**src/rtl/commutatore_8vie_nbit_rr_if.sv**
```systemverilog
// Bus bundle for the 8-way commutator: eight request/ack/data sources and one buffered
// valid/ready output toward the consumer.
interface commutatore_8vie_nbit_rr_if #(
    parameter int unsigned N = 31
);
    logic [N-1:0] x1, x2, x3, x4, x5, x6, x7, x8;
    logic         rdy1, rdy2, rdy3, rdy4, rdy5, rdy6, rdy7, rdy8;
    logic         ack1, ack2, ack3, ack4, ack5, ack6, ack7, ack8;
    logic [N-1:0] z;
    logic [2:0]   alpha_out;
    logic         z_valid;
    logic         z_ready;

    // Commutator side.
    modport master (
        input  x1, x2, x3, x4, x5, x6, x7, x8,
        input  rdy1, rdy2, rdy3, rdy4, rdy5, rdy6, rdy7, rdy8,
        input  z_ready,
        output ack1, ack2, ack3, ack4, ack5, ack6, ack7, ack8,
        output z, alpha_out, z_valid
    );

    // Sources and consumer side.
    modport slave (
        output x1, x2, x3, x4, x5, x6, x7, x8,
        output rdy1, rdy2, rdy3, rdy4, rdy5, rdy6, rdy7, rdy8,
        output z_ready,
        input  ack1, ack2, ack3, ack4, ack5, ack6, ack7, ack8,
        input  z, alpha_out, z_valid
    );
endinterface

```
**src/rtl/commutatore_8vie_nbit_rr.sv**
```systemverilog
// 8-way commutator: round-robin grant of eight N-bit sources into a one-entry output buffer.
// Define COMM8_FIXED_PRIO_EN for fixed priority (source 1 highest) with no rotation pointer.
module commutatore_8vie_nbit_rr #(
    parameter int unsigned N = 31
) (
    input logic                          clock,
    input logic                          reset_n,
    commutatore_8vie_nbit_rr_if.master   bus_io
);

    typedef enum logic {StEmpty, StFull} state_e;

    state_e       state_q, state_d;
    logic [N-1:0] z_q, z_d;
    logic [2:0]   alpha_q, alpha_d;

    logic [7:0]   rdy;
    logic [N-1:0] x [8];
    logic [2:0]   grant_idx;
    logic         load;
    logic [7:0]   ack;

    assign rdy = {bus_io.rdy8, bus_io.rdy7, bus_io.rdy6, bus_io.rdy5,
                  bus_io.rdy4, bus_io.rdy3, bus_io.rdy2, bus_io.rdy1};

    assign x[0] = bus_io.x1;
    assign x[1] = bus_io.x2;
    assign x[2] = bus_io.x3;
    assign x[3] = bus_io.x4;
    assign x[4] = bus_io.x5;
    assign x[5] = bus_io.x6;
    assign x[6] = bus_io.x7;
    assign x[7] = bus_io.x8;

`ifdef COMM8_FIXED_PRIO_EN
    // Lowest requesting index wins.
    always_comb begin
        grant_idx = 3'd0;
        for (int i = 7; i >= 0; i--) begin
            if (rdy[i]) grant_idx = 3'(i);
        end
    end
`else
    logic [2:0] ptr_q, ptr_d;
    logic [2:0] cand;
    logic       found;

    // Scan ptr, ptr+1, ... ptr+7; the 3-bit add provides the mod-8 wrap.
    always_comb begin
        grant_idx = ptr_q;
        found     = 1'b0;
        cand      = ptr_q;
        for (int unsigned i = 0; i < 8; i++) begin
            cand = ptr_q + 3'(i);
            if (!found && rdy[cand]) begin
                grant_idx = cand;
                found     = 1'b1;
            end
        end
    end
`endif

    // Gating with reset_n keeps every ack low while reset is asserted.
    assign load = reset_n & (|rdy) & ((state_q == StEmpty) | bus_io.z_ready);
    assign ack  = load ? (8'b1 << grant_idx) : 8'b0;

    always_comb begin
        state_d = state_q;
        z_d     = z_q;
        alpha_d = alpha_q;
`ifndef COMM8_FIXED_PRIO_EN
        ptr_d   = ptr_q;
`endif
        if (load) begin
            state_d = StFull;
            z_d     = x[grant_idx];
            alpha_d = grant_idx;
`ifndef COMM8_FIXED_PRIO_EN
            ptr_d   = grant_idx + 3'd1;
`endif
        end else if (state_q == StFull && bus_io.z_ready) begin
            state_d = StEmpty;
        end
    end

    always_ff @(posedge clock or negedge reset_n) begin
        if (!reset_n) begin
            state_q <= StEmpty;
            z_q     <= '0;
            alpha_q <= 3'd0;
        end else begin
            state_q <= state_d;
            z_q     <= z_d;
            alpha_q <= alpha_d;
        end
    end

`ifndef COMM8_FIXED_PRIO_EN
    always_ff @(posedge clock or negedge reset_n) begin
        if (!reset_n) begin
            ptr_q <= 3'd0;
        end else begin
            ptr_q <= ptr_d;
        end
    end
`endif

    assign bus_io.z         = z_q;
    assign bus_io.alpha_out = alpha_q;
    assign bus_io.z_valid   = (state_q == StFull);

    assign bus_io.ack1 = ack[0];
    assign bus_io.ack2 = ack[1];
    assign bus_io.ack3 = ack[2];
    assign bus_io.ack4 = ack[3];
    assign bus_io.ack5 = ack[4];
    assign bus_io.ack6 = ack[5];
    assign bus_io.ack7 = ack[6];
    assign bus_io.ack8 = ack[7];

endmodule

```
**src/flat_wrapper.sv**
```systemverilog
// flat-port wrapper written by rule: the top's interface ports become plain ports
module commutatore_8vie_nbit_rr_flat 
#(
    parameter int unsigned N = 31
)
  (clock, reset_n, bus_io_x1, bus_io_x2, bus_io_x3, bus_io_x4, bus_io_x5, bus_io_x6, bus_io_x7, bus_io_x8, bus_io_rdy1, bus_io_rdy2, bus_io_rdy3, bus_io_rdy4, bus_io_rdy5, bus_io_rdy6, bus_io_rdy7, bus_io_rdy8, bus_io_z_ready, bus_io_ack1, bus_io_ack2, bus_io_ack3, bus_io_ack4, bus_io_ack5, bus_io_ack6, bus_io_ack7, bus_io_ack8, bus_io_z, bus_io_alpha_out, bus_io_z_valid);
  commutatore_8vie_nbit_rr_if #(.N(N)) bus_io_i ();
  input logic clock;
  input logic reset_n;
  input wire logic [$bits(bus_io_i.x1)-1:0] bus_io_x1;
  input wire logic [$bits(bus_io_i.x2)-1:0] bus_io_x2;
  input wire logic [$bits(bus_io_i.x3)-1:0] bus_io_x3;
  input wire logic [$bits(bus_io_i.x4)-1:0] bus_io_x4;
  input wire logic [$bits(bus_io_i.x5)-1:0] bus_io_x5;
  input wire logic [$bits(bus_io_i.x6)-1:0] bus_io_x6;
  input wire logic [$bits(bus_io_i.x7)-1:0] bus_io_x7;
  input wire logic [$bits(bus_io_i.x8)-1:0] bus_io_x8;
  input wire logic [$bits(bus_io_i.rdy1)-1:0] bus_io_rdy1;
  input wire logic [$bits(bus_io_i.rdy2)-1:0] bus_io_rdy2;
  input wire logic [$bits(bus_io_i.rdy3)-1:0] bus_io_rdy3;
  input wire logic [$bits(bus_io_i.rdy4)-1:0] bus_io_rdy4;
  input wire logic [$bits(bus_io_i.rdy5)-1:0] bus_io_rdy5;
  input wire logic [$bits(bus_io_i.rdy6)-1:0] bus_io_rdy6;
  input wire logic [$bits(bus_io_i.rdy7)-1:0] bus_io_rdy7;
  input wire logic [$bits(bus_io_i.rdy8)-1:0] bus_io_rdy8;
  input wire logic [$bits(bus_io_i.z_ready)-1:0] bus_io_z_ready;
  output wire logic [$bits(bus_io_i.ack1)-1:0] bus_io_ack1;
  output wire logic [$bits(bus_io_i.ack2)-1:0] bus_io_ack2;
  output wire logic [$bits(bus_io_i.ack3)-1:0] bus_io_ack3;
  output wire logic [$bits(bus_io_i.ack4)-1:0] bus_io_ack4;
  output wire logic [$bits(bus_io_i.ack5)-1:0] bus_io_ack5;
  output wire logic [$bits(bus_io_i.ack6)-1:0] bus_io_ack6;
  output wire logic [$bits(bus_io_i.ack7)-1:0] bus_io_ack7;
  output wire logic [$bits(bus_io_i.ack8)-1:0] bus_io_ack8;
  output wire logic [$bits(bus_io_i.z)-1:0] bus_io_z;
  output wire logic [$bits(bus_io_i.alpha_out)-1:0] bus_io_alpha_out;
  output wire logic [$bits(bus_io_i.z_valid)-1:0] bus_io_z_valid;
  assign bus_io_i.x1 = bus_io_x1;
  assign bus_io_i.x2 = bus_io_x2;
  assign bus_io_i.x3 = bus_io_x3;
  assign bus_io_i.x4 = bus_io_x4;
  assign bus_io_i.x5 = bus_io_x5;
  assign bus_io_i.x6 = bus_io_x6;
  assign bus_io_i.x7 = bus_io_x7;
  assign bus_io_i.x8 = bus_io_x8;
  assign bus_io_i.rdy1 = bus_io_rdy1;
  assign bus_io_i.rdy2 = bus_io_rdy2;
  assign bus_io_i.rdy3 = bus_io_rdy3;
  assign bus_io_i.rdy4 = bus_io_rdy4;
  assign bus_io_i.rdy5 = bus_io_rdy5;
  assign bus_io_i.rdy6 = bus_io_rdy6;
  assign bus_io_i.rdy7 = bus_io_rdy7;
  assign bus_io_i.rdy8 = bus_io_rdy8;
  assign bus_io_i.z_ready = bus_io_z_ready;
  assign bus_io_ack1 = bus_io_i.ack1;
  assign bus_io_ack2 = bus_io_i.ack2;
  assign bus_io_ack3 = bus_io_i.ack3;
  assign bus_io_ack4 = bus_io_i.ack4;
  assign bus_io_ack5 = bus_io_i.ack5;
  assign bus_io_ack6 = bus_io_i.ack6;
  assign bus_io_ack7 = bus_io_i.ack7;
  assign bus_io_ack8 = bus_io_i.ack8;
  assign bus_io_z = bus_io_i.z;
  assign bus_io_alpha_out = bus_io_i.alpha_out;
  assign bus_io_z_valid = bus_io_i.z_valid;
  commutatore_8vie_nbit_rr #(.N(N)) u_core (.clock(clock), .reset_n(reset_n), .bus_io(bus_io_i));
endmodule
```
**config.mk**
```make
export PLATFORM = sky130hd
export DESIGN_NAME = commutatore_8vie_nbit_rr_flat
export DESIGN_NICKNAME = d
export VERILOG_FILES = /design/src/rtl/commutatore_8vie_nbit_rr_if.sv /design/src/rtl/commutatore_8vie_nbit_rr.sv /design/src/flat_wrapper.sv
export SDC_FILE = /design/constraint.sdc
export NUM_CORES = 1
export LEC_CHECK = 0
export ABC_CLOCK_PERIOD_IN_PS = 8200
export CAP_MARGIN = 0
export CORE_MARGIN = 4
export CORE_UTILIZATION = 25
export DETAILED_ROUTE_END_ITERATION = 16
export PLACE_DENSITY_LB_ADDON = 0.3
export SYNTH_ARGS = -nofsm -noshare
export SYNTH_HDL_FRONTEND = slang
export SYNTH_SLANG_ARGS = --single-unit
export TNS_END_PERCENT = 20
```
**constraint.sdc**
```tcl
create_clock -name clock -period 8.2 [get_ports clock]
set_input_delay 1.23 -clock clock [delete_from_list [all_inputs] [get_ports clock]]
set_output_delay 1.23 -clock clock [all_outputs]
set_load 0.02 [all_outputs]
```
==> results_tabular.tex, run 1 <==
\begin{tabular}{lr}
\hline
Metric & Value \\
\hline
\multicolumn{2}{l}{\textbf{Power and ir drop}} \\
Total Power & 4006 µW \\
Peak ir drop on the vdd network & 0.3832 mV \\
Leakage & 0.002926 µW \\
Total power per unit cell area & 516.8 nW/µm² \\
\multicolumn{2}{l}{\textbf{CTS}} \\
Later-pin clock latency in the skew report & around 280 ps \\
Clock sink count & 38 \\
Post-CTS repair timing setup buffer count & 0 \\
Root buffer cell & clkbuf\_16 \\
Clock tree from TritonCTS & done \\
CTS buffer count & 5 \\
Reg clk slew, reported paths & 60 ps \\
H-Tree Level Count & 2 \\
Post\_cts resized & 0 \\
Clock tree buffer depth & 2 \\
CTS Hold Bufs & 0 \\
\multicolumn{2}{l}{\textbf{Die}} \\
Die height & around 140 µm \\
Count of boundary I/O pins & 302 \\
Core outline area & between 15000 and 20000 µm² \\
Starting density of the core & 25.53\% \\
Die footprint & 19850 µm² \\
Placement Rows & 48 \\
Die width & 140.9 µm \\
\multicolumn{2}{l}{\textbf{Global route}} \\
Maximum number of pins on one net before global-route repair & 73 \\
First-pass GRT wire length & 27.19 mm \\
GR Overflow Total & 0 \\
Vias in the first global route & 4807 \\
Antenna violations before repair & 1 \\
All-layer global routing usage & between 10\% and 20\% \\
\multicolumn{2}{l}{\textbf{Layout}} \\
Most common cell after layout, fill and taps aside & clkdlybuf4s50\_1 \\
Synth-to-layout area growth & 75.57\% \\
Final cell count without fillers & 873 \\
Top library cells by usage in the layout, fill and taps aside & 300 x clkdlybuf4s50\_1, 82 x mux4\_2, 49 x nand2\_1, 40 x mux2i\_1, 38 x dfrtp\_1 \\
Final design utilization & 44.82\% \\
Number of nets in the finished design & between 900 and 1000 \\
Fraction of final layout cells sized beyond drive strength 1 & 17.00\% \\
\multicolumn{2}{l}{\textbf{Synthesis}} \\
Synthesized instance count & roughly 370 \\
Proportion of netlist area held by the largest area contributor & 41.82\% \\
Average cell area after synthesis & between 10 and 15 µm² \\
Proportion of synthesized chip area in sequential cells & 21.54\% \\
Total nets after synthesis & about 640 \\
Post-synth design cell area & between 4000 and 5000 µm² \\
Number of unique standard cell types used by synthesis & 47 \\
Cells taking the most area after synthesis & mux4\_2 42\%, dfrtp\_1 22\%, mux2i\_1 9.3\%, nand2\_1 4.2\%, o21ai\_1 3.6\% \\
Cell taking the most area after synthesis & mux4\_2 \\
Total of warnings raised by yosys & 0 \\
Count of state elements after synthesis & 38 \\
\multicolumn{2}{l}{\textbf{STA}} \\
RSZ-0062 raised after global routing & false \\
Sum Neg Setup Slack & 0 ps \\
Number of hold-slack violations in the final timing report & 0 \\
Share of the cycle needed by the critical path after routing & a little over four fifths \\
Max-slew headroom & 41.66\% \\
Fin crit period & 6922 ps \\
Setup-failing EPs final & 0 \\
Max frequency & 144.5 MHz \\
Measured slew at the worst slew-check pin & just under 900 ps \\
Final setup skew & 5.232 ps \\
Max-slew violations & 0 \\
\multicolumn{2}{l}{\textbf{Worst setup path}} \\
Register-to-register path setup slack & 2340 ps \\
Worst Path Max Fanout & 19 \\
Number of cell instances on the worst register-to-register path & 12 \\
FF-to-FF End & u\_core.bus\_io.z[24]\$\_DFFE\_PN0P\_ \\
Worst setup SP type & flip-flop \\
Category of the critical setup timing path & reg -> out \\
Critical Path End Type & primary output \\
Capture point of the worst path & bus\_io\_ack8 \\
Signal arrival time at the worst endpoint & 5690 ps \\
Worst Setup SP & u\_core.ptr\_q[1]\$\_DFFE\_PN0P\_ \\
Critical path data required time & 6970 ps \\
Beginning of the worst register-to-register path & u\_core.ptr\_q[1]\$\_DFFE\_PN0P\_ \\
\multicolumn{2}{l}{\textbf{Detailed routing}} \\
Final wirelength & 18.19 mm \\
Wirelength per Cell & 20.84 µm \\
Iter 0 DRT Violations & 170 \\
Post-route antenna net violation count & 0 \\
DRC viols & 0 \\
Total via count in the routed design & 4377 \\
Number of search-and-repair iterations in the first detailed-routing pass & 6 \\
Detail-routed via count per cell & 5.014 \\
\multicolumn{2}{l}{\textbf{Hold path}} \\
Hold Path Stages & 2 \\
Hold WC Path Type & reg -> reg \\
\multicolumn{2}{l}{\textbf{Place}} \\
Half-perimeter wire length after placement & roughly 15 mm \\
Port-buffer cells & 301 \\
Total instance count after detailed placement & 864 \\
Weighted congestion at the end of routability-driven global placement & roughly 0.86 \\
\multicolumn{2}{l}{\textbf{Flow run}} \\
Number of max-cap violations & 0 \\
\multicolumn{2}{l}{\textbf{Outcome}} \\
Result of the run & finished clean \\
\hline
\end{tabular}
==> Yosys cell counts (all sizes together) <==
cell type and n:
clkbuf 23, xnor2 3, a221o 1, a31oi 1, nand3 2, xor2 2, nor2b 3, and4 1
o211ai 1, o21ba 1, a21o 1, nand2b 3, nand4 1, o32ai 3, dfrtp 38, and2 6
o211a 1, a311oi 1, nor3 5, o31ai 1, a32oi 1, inv 8, mux2i 41, ha 3
nor2 5, a21oi 3, o311a 1, a211oi 4, nand3b 1, nor3b 1, a221oi 1, nand2 49
mux2 7, a21boi 2, o21ai 36, and3 5, mux4 82, o2111ai 1, nor4 5, buf 19
==> final cells by class <==
cell class / instances / area (µm²)
Multi-Input combinational cell: 285 / 3261
Clock buffer: 8 / 166.4
Tap cell: 225 / 281.5
Sequential cell: 38 / 950.9
Inverter: 8 / 30.03
Fill cell: 1622 / 9544
Antenna cell: 1 / 2.502
Timing Repair Buffer: 308 / 3060
==> worst min-delay path by stage <==
stage	from	endpoint	slack [ps]
5_1_grt	u_core.bus_io.alpha_out[1]$_DFFE_PN0P_	u_core.bus_io.alpha_out[1]$_DFFE_PN0P_	500
3_3_place_gp	u_core.bus_io.alpha_out[1]$_DFFE_PN0P_	u_core.bus_io.alpha_out[1]$_DFFE_PN0P_	460
6_report	u_core.bus_io.z[10]$_DFFE_PN0P_	u_core.bus_io.z[10]$_DFFE_PN0P_	480
2_1_floorplan	u_core.bus_io.alpha_out[1]$_DFFE_PN0P_	u_core.bus_io.alpha_out[1]$_DFFE_PN0P_	590
4_1_cts	u_core.bus_io.alpha_out[0]$_DFFE_PN0P_	u_core.bus_io.alpha_out[0]$_DFFE_PN0P_	480
3_5_place_dp	u_core.bus_io.alpha_out[0]$_DFFE_PN0P_	u_core.bus_io.alpha_out[0]$_DFFE_PN0P_	460
==> power breakdown <==
| part | internal [µW] | switching, µW |
|---|---|---|
| sequential | 285 | 77.8 |
| clock | 138 | 78.6 |
| combinational | 1790 | 1640 |
| total | 2210 | 1790 |
==> registers in the layout, summed over array words and instances, names as in the netlist <==
signal	cells
u_core.bus_io.alpha_out	3
u_core.bus_io.z	31
u_core.bus_io.z_valid	1
u_core.ptr_q	3
==> critical path, cell delays in order (launching register included) <==
cell and delay, ps:
dfrtp_1 880, inv_1 230, ha_1 820, mux2_1 410, mux4_2 530, o32ai_2 460, o2111ai_1 180, a32oi_1 180
a211oi_1 90, a211oi_4 550, and2_1 220, ha_1 130, and2_1 120, clkdlybuf4s50_1 600
==> logic make-up (layout without fill, tap and decap cells) <==
kind of cell,count (synthesis),in the layout,synth area share [%]
buf+inv,50,324,5.526
fa+ha+maj,3,3,0.8502
other cells,0,1,0
flops,38,38,21.54
mux,130,130,52.90
simple gates,87,87,9.182
compound gates,60,60,9.011
xor+xnor,5,5,0.9920
==> layer usage <==
layer | vias up | share of wire [%] | global-route usage (%)
li1 | 2034 | - | -
met1 | 2115 | 37 | 20.82
met2 | 200 | 53 | 31.63
met3 | 28 | 6.7 | 3.799
met4 | 0 | 2.8 | 5.456
met5 | - | 0 | 0
==> stage by stage <==
step	hold WS [ps]	instance area (µm²)	worst slack, ps
2_1_floorplan	589.6	4415	2520
3_3_place_gp	462.8	7584	1708
3_5_place_dp	463.0	7584	1582
4_1_cts	478.5	7750	1258
5_1_grt	501.9	7752	876.8
6_report	480.7	7752	1278
Power figures use the tool's default switching activity.
==> run 2, diff against run 1 <==
ABC_CLOCK_PERIOD_IN_PS = 6600   (was 8200)
clock period = 6.6 ns   (was 8.2 ns; I/O delays follow)
==> results_tabular.tex, run 2 (synthesized netlist as in run 1, its figures left out) <==
\begin{tabular}{lr}
\hline
Metric & Value \\
\hline
\multicolumn{2}{l}{\textbf{Outcome}} \\
Result of the run & finished clean \\
\multicolumn{2}{l}{\textbf{Die}} \\
Die footprint & 19850 µm² (unchanged) \\
Starting density of the core & 25.53\% (unchanged) \\
Die height & 140.9 µm (unchanged) \\
Count of boundary I/O pins & 302 (unchanged) \\
Die width & 140.9 µm (unchanged) \\
Core outline area & 17300 µm² (unchanged) \\
Placement Rows & 48 (unchanged) \\
\multicolumn{2}{l}{\textbf{Global route}} \\
First-pass GRT wire length & 27.60 mm (+1.5\%) \\
GR Overflow Total & 0 (unchanged) \\
Maximum number of pins on one net before global-route repair & 73 (unchanged) \\
Antenna violations before repair & 3 (+2) \\
Vias in the first global route & 4847 (+0.83\%) \\
All-layer global routing usage & 17.81\% (+0.27 points) \\
\multicolumn{2}{l}{\textbf{STA}} \\
Max-slew headroom & 47.81\% (+6.2 points) \\
Number of hold-slack violations in the final timing report & 0 (unchanged) \\
Max-slew violations & 0 (unchanged) \\
Sum Neg Setup Slack & 0 ps (unchanged) \\
RSZ-0062 raised after global routing & false \\
Setup-failing EPs final & 0 (unchanged) \\
Share of the cycle needed by the critical path after routing & 91.02\% \\
Fin crit period & 6007 ps \\
Max frequency & 166.5 MHz \\
Final setup skew & 2.890 ps (-2.342 ps) \\
Measured slew at the worst slew-check pin & 782.8 ps (-92.29 ps) \\
\multicolumn{2}{l}{\textbf{Power and ir drop}} \\
Total Power & 4976 µW (+24\%) \\
Leakage & 0.002920 µW (-0.21\%) \\
Total power per unit cell area & 642.1 nW/µm² (+24\%) \\
Peak ir drop on the vdd network & 0.4787 mV (+25\%) \\
\multicolumn{2}{l}{\textbf{Worst setup path}} \\
Worst Path Max Fanout & 12 (-7) \\
Cell breakdown of the critical path & clkdlybuf4s50\_1 -> mux2\_1 -> mux4\_2 -> o32ai\_2 -> o2111ai\_1 -> a32oi\_1 -> a211oi\_1 -> a211oi\_4 -> and2\_1 -> ha\_1 -> and2\_1 -> clkdlybuf4s50\_1 \\
Slowest stage delay, CP & 610 ps (-270 ps) \\
Category of the critical setup timing path & in -> out \\
Slowest CP cell & clkdlybuf4s50\_1 \\
Critical path data required time & 5610 ps (-1360 ps) \\
Signal arrival time at the worst endpoint & 5020 ps (-670 ps) \\
Worst setup SP type & input pin \\
Critical Path End Type & primary output \\
\multicolumn{2}{l}{\textbf{CTS}} \\
Clock tree from TritonCTS & done \\
Clock tree buffer depth & 2 (unchanged) \\
CTS buffer count & 5 (unchanged) \\
H-Tree Level Count & 2 (unchanged) \\
Reg clk slew, reported paths & 60 ps (about the same) \\
Post\_cts resized & 0 (unchanged) \\
Root buffer cell & clkbuf\_16 \\
CTS Hold Bufs & 0 (unchanged) \\
Post-CTS repair timing setup buffer count & 0 (unchanged) \\
Later-pin clock latency in the skew report & 280 ps (about the same) \\
Clock sink count & 38 (unchanged) \\
\multicolumn{2}{l}{\textbf{Flow run}} \\
Number of max-cap violations & 0 (unchanged) \\
\multicolumn{2}{l}{\textbf{Detailed routing}} \\
Total via count in the routed design & 4403 (+0.59\%) \\
Wirelength per Cell & 20.90 µm (+0.29\%) \\
Number of search-and-repair iterations in the first detailed-routing pass & 5 (-1) \\
Iter 0 DRT Violations & 219 (+29\%) \\
Post-route antenna net violation count & 0 (unchanged) \\
Detail-routed via count per cell & 5.038 (+0.48\%) \\
Final wirelength & 18.27 mm (+0.40\%) \\
DRC viols & 0 (unchanged) \\
\multicolumn{2}{l}{\textbf{Layout}} \\
Fraction of final layout cells sized beyond drive strength 1 & 16.98\% (-0.026 points) \\
Multi-input logic area & 3261 µm² (unchanged) \\
Combined flip-flop and latch cell area & 950.9 µm² (unchanged) \\
Number of nets in the finished design & 910 (+0.22\%) \\
Layout fillers & 1621 (-0.062\%) \\
Top library cells by usage in the layout, fill and taps aside & 300 x clkdlybuf4s50\_1, 82 x mux4\_2, 49 x nand2\_1, 40 x mux2i\_1, 38 x dfrtp\_1 \\
Final design utilization & 44.81\% (about the same) \\
Final cell count without fillers & 874 (+0.11\%) \\
Most common cell after layout, fill and taps aside & clkdlybuf4s50\_1 \\
Synth-to-layout area growth & 75.52\% (about the same) \\
Max FFs per register & 31 (unchanged) \\
\multicolumn{2}{l}{\textbf{Place}} \\
Half-perimeter wire length after placement & 15.16 mm (+0.57\%) \\
Weighted congestion at the end of routability-driven global placement & 0.8269 (-3.4\%) \\
Port-buffer cells & 301 (unchanged) \\
Total instance count after detailed placement & 866 (+0.23\%) \\
\multicolumn{2}{l}{\textbf{Hold path}} \\
Hold WC Path Type & reg -> reg \\
\hline
\end{tabular}
run 2: power by group:
group | internal (µW) | switching [µW] | total (µW)
Combinational | 2240 | 2080 | 4320
Sequential | 356 | 61.3 | 417
Clock | 138 | 99.9 | 238
Total | 2730 | 2240 | 4980
run 2: final timing paths:
check                                                        from                                     end  slack, ps  cells past startpoint
max                                                   bus_io_rdy7                             bus_io_ack8        590                     12
min                        u_core.bus_io.alpha_out[1]$_DFFE_PN0P_  u_core.bus_io.alpha_out[1]$_DFFE_PN0P_        480                      2
max reg2reg                           u_core.ptr_q[1]$_DFFE_PN0P_         u_core.bus_io.z[24]$_DFFE_PN0P_       1750                     13
min reg2reg                u_core.bus_io.alpha_out[1]$_DFFE_PN0P_  u_core.bus_io.alpha_out[1]$_DFFE_PN0P_        480                      2
max in group asynchronous                                 reset_n  u_core.bus_io.alpha_out[1]$_DFFE_PN0P_       5420                      2
min in group asynchronous                                 reset_n          u_core.bus_io.z[4]$_DFFE_PN0P_        780                      2
run 2: area by class of cell:
cell class | instances | share of cell area [%]
Timing Repair Buffer | 310 | 39.85
Tap cell | 225 | 3.633
Clock buffer | 6 | 1.663
Inverter | 8 | 0.3875
Clock inverter | 1 | 0.09687
Multi-Input combinational cell | 285 | 42.07
Sequential cell | 38 | 12.27
Antenna cell | 1 | 0.03229
run 2: worst max-delay path, delay by kind of cell:
kind            cells  cell delay (ps)
compound gates      5             1450
fa+ha+maj           1              140
buf+inv             2             1200
mux                 2              910
simple gates        2              330
run 2: metal layers:
layer | vias to the layer above | GRT usage [%] | part of all wire, %
li1 | 2036 | - | -
met3 | 21 | 3.392 | 5.8
met5 | - | 0 | 0.12
met1 | 2151 | 21.38 | 38
met2 | 191 | 32.71 | 54
met4 | 4 | 4.488 | 2.0
run 2: stage by stage:
stage               instance area, µm²  setup WS, ps  hold slack (ps)
floorplan                         4415          1160            589.6
global route                      7750         391.6            510.9
detailed placement                7611         620.2            469.3
CTS                               7747         616.0            485.7
global placement                  7611         697.3            462.2
finish                            7750         592.9            478.0
